File: config.mk
export PLATFORM = sky130hd
export DESIGN_NAME = freq_gate_mc_flat
export DESIGN_NICKNAME = d
export VERILOG_FILES = /design/src/rtl/freq_gate_mc_if.sv /design/src/rtl/freq_gate_mc.sv /design/src/flat_wrapper.sv
export SDC_FILE = /design/constraint.sdc
export NUM_CORES = 1
export LEC_CHECK = 0
export CAP_MARGIN = 10
export CORE_ASPECT_RATIO = 0.7
export CORE_MARGIN = 5
export CORE_UTILIZATION = 51
export DETAILED_ROUTE_END_ITERATION = 12
export PLACE_DENSITY = 0.84
export SYNTH_ARGS = -nofsm -noshare
export SYNTH_HDL_FRONTEND = slang
export SYNTH_SLANG_ARGS = --single-unit
File: constraint.sdc
create_clock -name clk_100M -period 2.66 [get_ports clk_100M]
set_input_delay 0.266 -clock clk_100M [delete_from_list [all_inputs] [get_ports clk_100M]]
set_output_delay 0.266 -clock clk_100M [all_outputs]
set_load 0.01 [all_outputs]
File: src/rtl/freq_gate_mc_if.sv
`timescale 1ns/1ps
// Bus bundle for the multi-channel reciprocal frequency meter: measured signals,
// trigger controls and the packed per-channel M/N results with their status flags.
interface freq_gate_mc_if #(
  parameter int unsigned CH = 2,
  parameter int unsigned W  = 32
);
  logic [CH-1:0]   sig;
  logic            start;
  logic            cont;
  logic [CH*W-1:0] M;
  logic [CH*W-1:0] N;
  logic [CH-1:0]   valid;
  logic [CH-1:0]   timeout;
  logic [CH-1:0]   gate;
  logic            busy;

  modport master (
    output sig, start, cont,
    input  M, N, valid, timeout, gate, busy
  );

  modport slave (
    input  sig, start, cont,
    output M, N, valid, timeout, gate, busy
  );
endinterface

File: src/rtl/freq_gate_mc.sv
`timescale 1ns/1ps
// Multi-channel equal-precision frequency meter: a shared preset gate plus one
// edge-aligned actual gate per channel, yielding M reference cycles over N periods.
module freq_gate_mc #(
  parameter int unsigned CH          = 2,
  parameter int unsigned W           = 32,
  parameter int unsigned GATE_CYC    = 100_000_000,
  parameter int unsigned TIMEOUT_CYC = 200_000_000
) (
  input  logic          clk_100M,
  input  logic          rst_n,
  freq_gate_mc_if.slave bus
);

  typedef enum logic [1:0] {G_IDLE, G_GATE, G_WAIT} g_state_t;
  typedef enum logic [2:0] {C_IDLE, C_ARM, C_COUNT, C_CLOSE, C_DONE} c_state_t;

  localparam logic [W-1:0] LP_GATE_LAST = W'(GATE_CYC - 1);
  localparam logic [W-1:0] LP_TMO       = W'(TIMEOUT_CYC);

  g_state_t        r_gst;
  g_state_t        w_gst_nxt;
  logic [W-1:0]    r_tcnt;
  logic            w_go;
  logic            w_preset;
  logic            w_busy;
  logic            w_tmo_hit;
  logic            w_all_done;
  logic [CH-1:0]   w_done;
  logic [CH-1:0]   w_valid;
  logic [CH-1:0]   w_tmo;
  logic [CH-1:0]   w_gate;
  logic [CH*W-1:0] w_m;
  logic [CH*W-1:0] w_n;

  // Global controller: state register, next state, outputs
  always_ff @(posedge clk_100M or negedge rst_n) begin
    if (!rst_n) r_gst <= G_IDLE;
    else        r_gst <= w_gst_nxt;
  end

  always_comb begin
    w_gst_nxt = r_gst;
    case (r_gst)
      G_IDLE:  if (bus.start || bus.cont)  w_gst_nxt = G_GATE;
      G_GATE:  if (r_tcnt == LP_GATE_LAST) w_gst_nxt = G_WAIT;
      G_WAIT:  if (w_all_done)             w_gst_nxt = G_IDLE;
      default: w_gst_nxt = G_IDLE;
    endcase
  end

  always_comb begin
    w_go      = (r_gst == G_IDLE) && (bus.start || bus.cont);
    w_preset  = (r_gst == G_GATE);
    w_busy    = (r_gst != G_IDLE);
    w_tmo_hit = (r_gst == G_WAIT) && (r_tcnt == LP_TMO);
  end

  // tcnt restarts at 0 on the first preset-gate cycle and runs until idle
  always_ff @(posedge clk_100M or negedge rst_n) begin
    if (!rst_n)               r_tcnt <= '0;
    else if (w_go)            r_tcnt <= '0;
    else if (r_gst != G_IDLE) r_tcnt <= r_tcnt + W'(1);
  end

  assign w_all_done = &w_done;

  for (genvar k = 0; k < CH; k++) begin : g_ch
    logic         r_s1;
    logic         r_s2;
    logic         r_hist;
    logic         w_edge;
    c_state_t     r_cst;
    c_state_t     w_cst_nxt;
    logic         w_ld;
    logic         w_abort;
    logic         w_arm;
    logic [W-1:0] r_nums;
    logic [W-1:0] r_nin;
    logic [W-1:0] r_m;
    logic [W-1:0] r_n;
    logic         r_valid;
    logic         r_tmo;
    logic         r_gate;

    // Input synchroniser + history flop: rising edge seen 3 cycles after sig
    always_ff @(posedge clk_100M or negedge rst_n) begin
      if (!rst_n) begin
        r_s1   <= 1'b0;
        r_s2   <= 1'b0;
        r_hist <= 1'b0;
      end else begin
        r_s1   <= bus.sig[k];
        r_s2   <= r_s1;
        r_hist <= r_s2;
      end
    end

    assign w_edge = r_s2 & ~r_hist;

    always_ff @(posedge clk_100M or negedge rst_n) begin
      if (!rst_n) r_cst <= C_IDLE;
      else        r_cst <= w_cst_nxt;
    end

    always_comb begin
      w_cst_nxt = r_cst;
      w_ld      = 1'b0;
      w_abort   = 1'b0;
      case (r_cst)
        C_IDLE, C_DONE: if (w_go) w_cst_nxt = C_ARM;
        C_ARM: begin
          if (w_preset && w_edge) begin
            w_cst_nxt = C_COUNT;
          end else if (!w_preset) begin
            w_cst_nxt = C_DONE;
            w_abort   = 1'b1;
          end
        end
        C_COUNT: begin
          if (w_tmo_hit) begin
            w_cst_nxt = C_DONE;
            w_abort   = 1'b1;
          end else if (!w_preset) begin
            w_cst_nxt = C_CLOSE;
          end
        end
        C_CLOSE: begin
          if (w_tmo_hit) begin
            w_cst_nxt = C_DONE;
            w_abort   = 1'b1;
          end else if (w_edge) begin
            w_cst_nxt = C_DONE;
            w_ld      = 1'b1;
          end
        end
        default: w_cst_nxt = C_IDLE;
      endcase
    end

    assign w_arm = (r_cst == C_ARM) && w_preset && w_edge;

    // Counting datapath; the closing edge latches pre-increment counts and is not added to N
    always_ff @(posedge clk_100M or negedge rst_n) begin
      if (!rst_n) begin
        r_nums  <= '0;
        r_nin   <= '0;
        r_m     <= '0;
        r_n     <= '0;
        r_valid <= 1'b0;
        r_tmo   <= 1'b0;
        r_gate  <= 1'b0;
      end else begin
        r_valid <= w_ld;
        r_tmo   <= w_abort;
        if (w_arm) begin
          r_nums <= W'(1);
          r_nin  <= W'(1);
          r_gate <= 1'b1;
        end else if ((r_cst == C_COUNT) || (r_cst == C_CLOSE)) begin
          r_nums <= r_nums + W'(1);
          if ((r_cst == C_COUNT) && w_edge) r_nin <= r_nin + W'(1);
        end
        if (w_ld) begin
          r_m <= r_nums;
          r_n <= r_nin;
        end
        if (w_cst_nxt == C_DONE) r_gate <= 1'b0;
      end
    end

    assign w_done[k]        = (r_cst == C_DONE);
    assign w_valid[k]       = r_valid;
    assign w_tmo[k]         = r_tmo;
    assign w_gate[k]        = r_gate;
    assign w_m[k*W +: W]    = r_m;
    assign w_n[k*W +: W]    = r_n;
  end

  assign bus.M       = w_m;
  assign bus.N       = w_n;
  assign bus.valid   = w_valid;
  assign bus.timeout = w_tmo;
  assign bus.gate    = w_gate;
  assign bus.busy    = w_busy;

endmodule

File: src/flat_wrapper.sv
// flat-port wrapper written by rule: the top's interface ports become plain ports
module freq_gate_mc_flat 
#(
  parameter int unsigned CH          = 2,
  parameter int unsigned W           = 32,
  parameter int unsigned GATE_CYC    = 100_000_000,
  parameter int unsigned TIMEOUT_CYC = 200_000_000
)
  (clk_100M, rst_n, bus_sig, bus_start, bus_cont, bus_M, bus_N, bus_valid, bus_timeout, bus_gate, bus_busy);
  freq_gate_mc_if #(.CH(CH), .W(W)) bus_i ();
  input  logic clk_100M;
  input  logic rst_n;
  input wire logic [$bits(bus_i.sig)-1:0] bus_sig;
  input wire logic [$bits(bus_i.start)-1:0] bus_start;
  input wire logic [$bits(bus_i.cont)-1:0] bus_cont;
  output wire logic [$bits(bus_i.M)-1:0] bus_M;
  output wire logic [$bits(bus_i.N)-1:0] bus_N;
  output wire logic [$bits(bus_i.valid)-1:0] bus_valid;
  output wire logic [$bits(bus_i.timeout)-1:0] bus_timeout;
  output wire logic [$bits(bus_i.gate)-1:0] bus_gate;
  output wire logic [$bits(bus_i.busy)-1:0] bus_busy;
  assign bus_i.sig = bus_sig;
  assign bus_i.start = bus_start;
  assign bus_i.cont = bus_cont;
  assign bus_M = bus_i.M;
  assign bus_N = bus_i.N;
  assign bus_valid = bus_i.valid;
  assign bus_timeout = bus_i.timeout;
  assign bus_gate = bus_i.gate;
  assign bus_busy = bus_i.busy;
  freq_gate_mc #(.CH(CH), .W(W), .GATE_CYC(GATE_CYC), .TIMEOUT_CYC(TIMEOUT_CYC)) u_core (.clk_100M(clk_100M), .rst_n(rst_n), .bus(bus_i));
endmodule
# Word level (Yosys, flattened, before mapping)
# Index checks and enable logic that the tools add are counted.
# word_totals
reg_bits	308
inputBits	6
out_inout_bits	135
wordCells	130
# classes
add_sub_neg	5
n_eq_ne	17
muxes	48
n_bitwise	4
n_reduce_logical	32
# ops
cell	count
two-way mux 32 bit	12
adder 32 x 1 -> 32 bit (second input constant)	5
two-way mux 3 bit	14
equality test 32 x 27 -> 1 bit (second input constant)	1
equality test 32 x 28 -> 1 bit (second input constant)	1
one-hot mux 3 bit (4 select lines)	2
nonzero test 2 bit	8
two-way mux 1 bit	14
equality test 3 x 2 -> 1 bit (second input constant)	4
equality test 3 bit (second input constant)	4
logical AND 1 bit	10
OR reduction 2 bit	4
equality test 3 x 1 -> 1 bit (second input constant)	2
zero test 3 bit	2
two-way mux 2 bit	3
one-hot mux 2 bit (3 select lines)	1
AND reduction 2 bit	3
inequality test 2 bit (second input constant)	2
one-hot mux 1 bit (2 select lines)	2
logical OR 1 bit	3
AND reduction 3 bit	1
bitwise AND 1 bit	2
equality test 2 x 1 -> 1 bit (second input constant)	1
equality test 2 bit (second input constant)	1
3 further kinds	4

# Depth between registers and ports, before layout
# logic_depth
ltp_word	7
depth_mapped	10
ltp_nobuf	7

# Worst setup path before layout
# No wires, ideal clock.
# synth_timing
kind	register to register
start	reg u_core.r_tcnt[8]
end	reg u_core.g_ch[0].r_m[13]
setup_time_ns	0.127
arrival_time_ns	2.610
required_time_ns	2.533
slack_ns	-0.078
path_stages_with_launch	9
n_path_buf	3
synth_period_minus_slack_ns	2.738
cell_sequence	dfrtp_1 or4_1 or3_1 or4_1 buf_4 nand3_4 buf_12 buf_8 mux2_1
# synth_between
elab_chain_cells	4
# synth_rtl
item	line_no	rtl
from (decl)	freq_gate_mc.sv:23	logic [W-1:0] r_tcnt;
from (signal assigned)	freq_gate_mc.sv:63	else if (r_gst != G_IDLE) r_tcnt <= r_tcnt + W'(1);
equality test 32 x 28 -> 1 bit	freq_gate_mc.sv:56	w_tmo_hit = (r_gst == G_WAIT) && (r_tcnt == LP_TMO);
logical AND 1 bit	freq_gate_mc.sv:56	
two-way mux 1 bit	freq_gate_mc.sv:129	if (w_tmo_hit) begin
two-way mux 1 bit	freq_gate_mc.sv:110	case (r_cst)
to (signal assigned)	freq_gate_mc.sv:165	r_m <= r_nums;
to (decl)	freq_gate_mc.sv:80	logic [W-1:0] r_m;
# Every way passes these cells.
# A chain may end at the register's enable or synchronous reset.

# Worst setup path after layout
# layout_timing
start	reg u_core.r_tcnt[8]
end	reg u_core.g_ch[1].r_m[7]
# layout_between
elab_chain_cells	4
# layout_rtl
item	line_no
equality test 32 x 28 -> 1 bit	freq_gate_mc.sv:56
logical AND 1 bit	freq_gate_mc.sv:56
two-way mux 1 bit	freq_gate_mc.sv:129
two-way mux 1 bit	freq_gate_mc.sv:110
to (signal assigned)	freq_gate_mc.sv:165
to (decl)	freq_gate_mc.sv:80
# Every way passes these cells.

==> results.toml <==
[run_status]
outcome = "complete, but fails checks"
failing_checks = "setup timing"

[layout]
area_occupied_by_multi_input_gates_um2 = 5890
seqCellArea_um2 = 7710
areaGrowthSynthToFinish_pct = 27.5
final.fill_count = 1862
most_common_cell_after_layout_fill_and_taps_aside = "dfrtp_1"
area_of_all_placed_cells_without_fillers_um2 = 17400
finalCoreUtilization = 0.656
post_route_cells_drive_above_1_share = 0.187
most_frequent_cells_in_the_layout = "308 x dfrtp_1, 139 x clkdlybuf4s50_1, 121 x nor2_1"
design.final.nets = 1381

[floorplan]
placeable_core_region_um2 = 26600
die_w_um = 206
design.die.area_um2 = 30300
floorplan.die.height_um = 147
initial_core_util = 0.515
fp-row-count = 50
io_pins = 141

[clock_tree]
clock-sinks = 308
cts_inserted_buffers = 30
insertion_delay_ns = 0.55
clock_tree.htree_level_count = 1
clock-root-buffer = "clkbuf_16"
worst_setup_hold_path_clk_slew_ns = 0.07
cts_tree = "done"
clk_path_buf_depth = 3

[worst_setup_path]
critical_path_end_type = "flip-flop"
path_class = "reg -> reg"
timing.critical_path.required_ns = 3.09
critPathMaxFanout = 16
crit_path_start_kind = "flip-flop"
cp.arrival_ns = 3.22

[power_and_ir_drop]
total_leakage_power_uw = 0.00836
powerDensity_nw_per_um2 = 530
max-vdd-ir-drop_v = 0.000420

[sta]
report.final.hold_viol_count = 0
setup_clock_skew_after_layout_ns = 0.0145
max_freq_ghz = 0.358
unrepaired_setup_endpoints_after_global_routing = "yes"
layout_min_cycle_time_ns = 2.80
relSlewSlack = 0.528
worst_pin_slew_ns = 0.708
final-max-slew-violation-count = 0
fin_worst_hold_slack_ns = 0.160
timing.final.crit_share = 1.05
final-setup-viol-count = 110
final.setup.tns_ns = -7.48
postLayoutSetupSlackWorst_ns = -0.136

[placement]
gp_routability_congestion = 0.837
dp_hpwl_mm = 20.8
dpl_worst_slack_ns = -0.106
buffer_ports.inserted = 140
dpl_cell_area_um2 = 15700

[yosys]
yosys_register_bits = 308
post_synth_instance_area_um2 = 13700
most_area_hungry_cell_type_in_the_yosys_netlist = "dfrtp_1"
synth_warnings = 0
synth_top_cell_area_share = 0.563
net_count_after_synthesis = 1196
mean_post_synth_cell_area_um2 = 11.6
postSynthCellCount = 1184
dominant_cells_by_area_after_synthesis = "dfrtp_1 56%, mux2_2 6.6%, xor2_1 5.2%"
synth_enable_flop_cells = 0
synth_seq_area_share = 0.563
synth_cell_types = 55
async_reset_ff_frac = 1.00
predominant_post_synthesis_flop_cell = "dfrtp_1"

[routing]
detail_route.wl_per_cell_um = 19.0
final_wirelength_mm = 33.4
firstDrtPassIters = 5
via_per_inst = 5.69
drt-initial-drc-count = 863
route.antenna.remaining_nets = 0
remaining_drc_errors = 0
via_count = 10000

[grt]
grtUsageTotal = 0.206
via_count_of_the_first_global_routing_pass = 9819
antenna_found_initial = 1
grt_overflow_total = 0
grt_max_degree = 90
wire_length_of_the_first_global_routing_pass_mm = 52.1

[min_path]
worstHoldPathType = "in -> reg"

[flow_run]
maxCapViolations = 0
Yosys cell counts (4+ instances only):
cell        n
dfrtp_1   308
and4_1     18
xnor2_1    29
and2_1     13
nand3_1    60
clkbuf_1   37
or4_1       8
nand3b_1    4
and3_1     26
ha_1        6
nand2b_1    4
o31ai_1    12
nor3_1     16
nand2_1    78
nor2_1    121
o211ai_1   10
xor2_1     81
mux2_2     80
or3_1      13
buf_8       5
mux2_1     49
nor2b_1     6
inv_1      15
mux2i_1    11
buf_4       9
o21ai_0    25
buf_6       5
a21oi_1    18
nor4_1     14
nand4_1    63
and4b_1     4
nor4bb_1    4
flip-flops by register name, summed over array words and instances, names as in the netlist, 6 cells and up:
name,count
u_core.g_ch.r_cst,6
u_core.g_ch.r_m,64
u_core.g_ch.r_n,64
u_core.g_ch.r_nin,64
u_core.g_ch.r_nums,64
u_core.r_tcnt,32
stage by stage:
step | total power [µW] | std cells
after floorplan | 4780 | 1184
after global placement | 4900 | 1684
after detailed placement | 4900 | 1684
after CTS | 9310 | 1742
after global routing | 9530 | 1758
final | 9250 | 1758
final timing paths:
kind | from | to | slack, ns | cells after the start
setup / recovery | u_core.r_tcnt[8] | u_core.g_ch[1].r_m[7] | -0.14 | 7
hold / removal | bus_sig[0] | u_core.g_ch[0].r_s1 | 0.16 | 1
setup reg to reg | u_core.r_tcnt[8] | u_core.g_ch[1].r_m[7] | -0.14 | 7
hold reg to reg | u_core.g_ch[1].r_s1 | u_core.g_ch[1].r_s2 | 0.35 | 0
max in group asynchronous | rst_n | u_core.g_ch[1].r_nums[7] | 1.41 | 3
min in group asynchronous | rst_n | u_core.g_ch[0].r_n[20] | 0.33 | 2
power breakdown:
part | switching (µW) | internal (µW)
Combinational | 94.4 | 23.8
Clock | 1810 | 2630
Sequential | 2.81 | 4690
Total | 1910 | 7340
final cells by class:
type | count | share of cell area
Clock buffer | 44 | 0.0513
Sequential cell | 308 | 0.442
Antenna cell | 1 | 0.000144
Clock inverter | 12 | 0.00847
Tap cell | 364 | 0.0261
Multi-Input combinational cell | 802 | 0.338
Timing Repair Buffer | 212 | 0.131
Inverter | 15 | 0.00323
kinds of logic after synthesis:
group	after synthesis	share of synthesized area
buffers and inverters	74	0.0309
multiplexers	140	0.114
adder cells (fa/ha/maj)	6	0.00549
flip-flops	308	0.563
XOR/XNOR	110	0.0704
AND/OR/NAND/NOR	462	0.177
AO/OA/AOI/OAI	84	0.0391
critical path, stage by stage (launching register included):
cell and delay [ns]:
dfrtp_1 0.38, or4_4 0.53, or3_4 0.40, or4_4 0.48, nand4_1 0.18, buf_12 0.17, buf_12 0.18, mux2_2 0.35
layer usage:
layer / GRT usage / part of all wire / wire (µm)
met2: 0.323 / 0.47 / 15800
met4: 0.0371 / 0.017 / 581
met1: 0.309 / 0.45 / 14900
met5: 0 / 0 / 0
met3: 0.0322 / 0.064 / 2160
timing repair:
item / in CTS / in global routing
resized for setup: 17 / 82
endpoints found under the setup margin: 65 / 125
hold buffers: 1 / 0
gates cloned: 1 / 8
buffers inserted: 0 / 7
hold endpoints to repair: 81 / 0
Note: power is estimated with default switching activity, not from simulation.
